--- config.mk ---
export PLATFORM = sky130hd
export DESIGN_NAME = aes_round_sequencer
export DESIGN_NICKNAME = d
export VERILOG_FILES = /design/src/rtl/aes_round_sequencer.sv
export SDC_FILE = /design/constraint.sdc
export NUM_CORES = 1
export LEC_CHECK = 0
export CAP_MARGIN = 20
export CORE_ASPECT_RATIO = 1.75
export CORE_MARGIN = 2
export CORE_UTILIZATION = 35
export DETAILED_ROUTE_END_ITERATION = 10
export PLACE_DENSITY = 0.57
export SYNTH_ARGS = -nofsm -noshare
export SYNTH_HDL_FRONTEND = slang
export SYNTH_SLANG_ARGS = --single-unit
--- constraint.sdc ---
create_clock -name CLK -period 4.57 [get_ports CLK]
set_input_delay 0.914 -clock CLK [delete_from_list [all_inputs] [get_ports CLK]]
set_output_delay 0.914 -clock CLK [all_outputs]
set_load 0.005 [all_outputs]
--- src/rtl/aes_round_sequencer.sv ---
// rtl/aes_round_sequencer.sv - round/op sequencing FSM for the iterative AES core (enc/dec, AES-128/192/256)
module aes_round_sequencer #(
  parameter int NR            = 10,
  parameter int MC_COLS       = 1,
  parameter int KEYEXP_CYCLES = 11
) (
  input  logic       CLK,
  input  logic       RESET,
  input  logic       START,
  input  logic       MODE,
  input  logic       ABORT,
  output logic       BUSY,
  output logic       DONE,
  output logic       mode_q,
  output logic [1:0] op_sel,
  output logic [1:0] col_sel,
  output logic [3:0] key_idx,
  output logic       ld_state,
  output logic       ld_msg
);

  if (!(NR == 10 || NR == 12 || NR == 14)) begin : g_bad_nr
    $error("aes_round_sequencer: NR must be 10, 12 or 14");
  end
  if (!(MC_COLS == 1 || MC_COLS == 2 || MC_COLS == 4)) begin : g_bad_mc
    $error("aes_round_sequencer: MC_COLS must be 1, 2 or 4");
  end
  if (KEYEXP_CYCLES < 1 || KEYEXP_CYCLES > 31) begin : g_bad_kx
    $error("aes_round_sequencer: KEYEXP_CYCLES must be in 1..31");
  end

  localparam logic [2:0] S_IDLE   = 3'd0;
  localparam logic [2:0] S_KEYEXP = 3'd1;
  localparam logic [2:0] S_ARK0   = 3'd2;
  localparam logic [2:0] S_SB     = 3'd3;
  localparam logic [2:0] S_SR     = 3'd4;
  localparam logic [2:0] S_MC     = 3'd5;
  localparam logic [2:0] S_ARK    = 3'd6;
  localparam logic [2:0] S_DONE   = 3'd7;

  localparam logic [3:0] NR_K        = 4'(NR);
  localparam logic [3:0] LAST_RND    = 4'(NR - 1);
  localparam logic [1:0] LAST_BEAT   = 2'((4 / MC_COLS) - 1);
  localparam logic [4:0] KEYEXP_LAST = 5'(KEYEXP_CYCLES - 1);

  logic [2:0] state;
  logic [3:0] rnd;
  logic [1:0] beat;
  logic [4:0] kcnt;
  logic       fin;       // set once the final (no mix-columns) round is entered
  logic       busy_int;
  logic       op_state;
  logic [1:0] col_base;

  assign busy_int = (state != S_IDLE) && (state != S_DONE);
  assign op_state = (state == S_ARK0) || (state == S_SB) || (state == S_SR) ||
                    (state == S_MC)   || (state == S_ARK);

  always_comb begin
    col_base = 2'b00;
    if (MC_COLS == 1)      col_base = beat;
    else if (MC_COLS == 2) col_base = {beat[0], 1'b0};
  end

  always_ff @(posedge CLK) begin
    if (RESET) begin
      state  <= S_IDLE;
      rnd    <= '0;
      beat   <= '0;
      kcnt   <= '0;
      fin    <= 1'b0;
      mode_q <= 1'b0;
    end else if (ABORT && busy_int) begin
      state <= S_IDLE;
      rnd   <= '0;
      beat  <= '0;
      kcnt  <= '0;
      fin   <= 1'b0;
    end else begin
      case (state)
        S_IDLE: begin
          if (START) begin
            state  <= S_KEYEXP;
            mode_q <= MODE;
            kcnt   <= '0;
            rnd    <= '0;
            fin    <= 1'b0;
          end
        end
        S_KEYEXP: begin
          if (kcnt == KEYEXP_LAST) begin
            state <= S_ARK0;
            kcnt  <= '0;
          end else begin
            kcnt <= kcnt + 5'd1;
          end
        end
        S_ARK0: begin
          rnd   <= 4'd1;
          state <= mode_q ? S_SB : S_SR;
        end
        S_SB: state <= mode_q ? S_SR : S_ARK;
        S_SR: begin
          if (mode_q) state <= fin ? S_ARK : S_MC;
          else        state <= S_SB;
        end
        S_MC: begin
          if (beat == LAST_BEAT) begin
            beat <= '0;
            if (mode_q) begin
              state <= S_ARK;
            end else begin
              state <= S_SR;
              if (rnd == LAST_RND) fin <= 1'b1;
              else                 rnd <= rnd + 4'd1;
            end
          end else begin
            beat <= beat + 2'd1;
          end
        end
        S_ARK: begin
          if (fin) begin
            state <= S_DONE;
          end else if (mode_q) begin
            state <= S_SB;
            if (rnd == LAST_RND) fin <= 1'b1;
            else                 rnd <= rnd + 4'd1;
          end else begin
            state <= S_MC;
          end
        end
        S_DONE: begin
          if (!START) begin
            state <= S_IDLE;
            rnd   <= '0;
            fin   <= 1'b0;
          end
        end
        default: state <= S_IDLE;
      endcase
    end
  end

  // An aborting cycle must not disturb the state register, so the strobe is gated by ABORT.
  always_comb begin
    BUSY     = busy_int;
    DONE     = (state == S_DONE);
    ld_state = op_state && !ABORT;
    ld_msg   = 1'b0;
    op_sel   = 2'b00;
    col_sel  = 2'b00;
    key_idx  = 4'd0;
    if (ld_state) begin
      case (state)
        S_ARK0: begin
          ld_msg  = 1'b1;
          key_idx = mode_q ? 4'd0 : NR_K;
        end
        S_SB: op_sel = 2'b10;
        S_SR: op_sel = 2'b01;
        S_MC: begin
          op_sel  = 2'b11;
          col_sel = col_base;
        end
        S_ARK: begin
          if (fin) key_idx = mode_q ? NR_K : 4'd0;
          else     key_idx = mode_q ? rnd : (NR_K - rnd);
        end
        default: op_sel = 2'b00;
      endcase
    end
  end

endmodule

==> results.cfg <==
[status]
status = complete, no violations

[critical_path]
crit_required_ps = 3660
cp-end-kind = primary output
critical_path.max_fanout = 9
start_kind = input port
path_class = in -> out
critPathArrivalTime_ps = 2540

[floorplanning]
die_area_um2 = 4050
core_um2 = 3400
die_h_um = 82.7
fp-row-count = 28
io-pin-count = 18
initial_utilization = 0.365
fp.dieW_um = 49.0

[logic_synthesis]
synth_cell_types = 48
avgSynthCellArea_um2 = 7.61
async_flop_share = 0
syn_area_um2 = 1240
syn_nets = 173
synthCells = 163
synth_edf_count = 0
yosys_most_used_dff = dfxtp_1
synth_seq_cells = 16
yosys_warnings = 0
seq_area_frac_synth = 0.258

[clocking]
cts_buffers = 3
clk_latency_ps = 250
cts_buffer_depth = 2
cts_tree = done
clock-sinks = 16
cts-hold-fix-buffers = 0
cts_max_level = 1
postCtsSetupRepairBufs = 0
post_cts_resized = 0
clk_pin_slew_worst_paths_ps = 60
cts_root_buf = clkbuf_8

[route]
vias = 1222
postRouteAntennaNets = 0
wl_per_cell_um = 14.4
viasPerCell = 5.63
drtIter0Drc = 40
wl_um = 3110
firstDrtPassIters = 4
drc_errors = 0

[sta]
fmax_ghz = 0.289
drv_slew = 0
relSlewSlack = 0.456
worst_pin_slew_ps = 815
hold_violations = 0
setup_viol = 0
rsz0062_at_grt = false
min_period_ps = 3460
tns_ps = 0
period_share = 0.757
setup_ws_ps = 1110
finalClockSkew_ps = 2.09

[finish]
drive_gt1_frac = 0.0756
nets = 183
n_fill_cell = 354
multi_input_area_um2 = 833
seqCellArea_um2 = 320
design_area_um2 = 1460
antenna_cells = 0
area_growth_pct = 17.6

[min_path]
hold_class = reg -> reg

[pwr]
p_leak_nw = 0.547
peakVddDrop_uv = 99.0
pwr_density_cell_nw_per_um2 = 212

[global_route]
grt-ovfl-total = 0
grt_pass1_wl_um = 5110
grt_usage = 0.164
grt_pass1_vias = 1179
grt_max_degree = 29
antenna_found_initial = 0

[placement]
hpwl_um = 2310
gp_congestion = 0.807
postPlaceCellArea_um2 = 1400
io_buffers = 17
dpl_worst_slack_ps = 1090

[run]
drv_cap = 0
-- through the flow --
stage	instances	hold WS, ps	power, W	util
2_1_floorplan	163	448	0.000175	-
3_3_place_gp	213	459	0.000186	0.413
3_5_place_dp	213	470	0.000186	0.413
4_1_cts	217	480	0.000315	0.429
5_1_grt	217	502	0.000324	0.429
6_report	217	475	0.000309	0.429
-- cell type report --
| type | instances | share of cell area |
|---|---|---|
| multi-input cells | 130 | 0.572 |
| flip-flops and latches | 16 | 0.220 |
| repair buffers | 18 | 0.122 |
| well taps | 45 | 0.0386 |
| clock buffers | 4 | 0.0378 |
| inverters | 4 | 0.0103 |
-- logic make-up after synthesis --
| logic type | after synthesis | synth area share |
|---|---|---|
| mux | 2 | 0.0172 |
| compound gates | 47 | 0.254 |
| fa+ha+maj | 5 | 0.0505 |
| flops | 16 | 0.258 |
| xor+xnor | 7 | 0.0494 |
| simple gates | 69 | 0.301 |
| buf+inv | 17 | 0.0696 |
-- synthesized netlist by cell type (4+ instances only) --
cell type | instances | area share
inv_1 | 4 | 0.012
nor3_1 | 7 | 0.028
buf_2 | 6 | 0.024
a21oi_1 | 17 | 0.069
dfxtp_1 | 16 | 0.26
nor2_1 | 15 | 0.045
xor2_1 | 4 | 0.028
and3_1 | 5 | 0.025
ha_1 | 5 | 0.050
nand2_1 | 14 | 0.042
o21ai_0 | 5 | 0.020
-- path summary, 6_finish.rpt --
kind / startpoint / to / slack [ps] / cells past startpoint
max reg2reg: state[1] / rnd[2] / 2290 / 5
max: ABORT / key_idx[0] / 1110 / 4
min reg2reg: beat[1] / beat[1] / 480 / 2
min: beat[1] / beat[1] / 480 / 2
-- registers in the layout (all words and copies together), names as in the netlist --
name / flops
fin: 1
mode_q: 1
rnd: 4
beat: 2
state: 3
kcnt: 5
-- worst max-delay path: stages --
cell	delay (ps)
clkdlybuf4s50_1	580
nor2_1	330
and3_1	210
clkdlybuf4s50_1	500
-- metal layers --
layer  share of wire  routed length, um  up-vias  track usage
li1                -                  -      613            -
met1            0.41               1280      576        0.160
met2            0.54               1690       24        0.327
met3           0.017                 53        9       0.0180
met4           0.030                 93        0        0.100
met5               0                  0        -            0
-- where the power goes --
part | leakage, nW | switching (W) | internal (W) | total [W]
combinational | 0.389 | 0.0000172 | 0.0000159 | 0.0000331
clock | 0.0288 | 0.0000497 | 0.0000765 | 0.000126
sequential | 0.129 | 0.00000834 | 0.000142 | 0.000150
total | 0.547 | 0.0000753 | 0.000234 | 0.000309
-- placed cells by master (no fill, tap or decap), types with 2 or more instances in the layout --
master,instances
inv_1,4
and3_1,5
a21o_1,3
o21a_1,2
or4_1,2
a21oi_1,17
nand4_1,3
ha_1,5
dfxtp_1,16
or3_1,2
a31oi_1,3
o21ai_0,5
nor2_1,15
nand3_1,3
xnor2_1,3
o31ai_1,2
nand2_1,14
nor3b_1,3
nor3_1,7
a22oi_1,3
nand2b_1,3
a32o_1,2
clkdlybuf4s50_1,17
clkbuf_8,4
o211ai_1,3
xor2_1,4
nor2b_1,3
(Power assumes the default switching activity.)
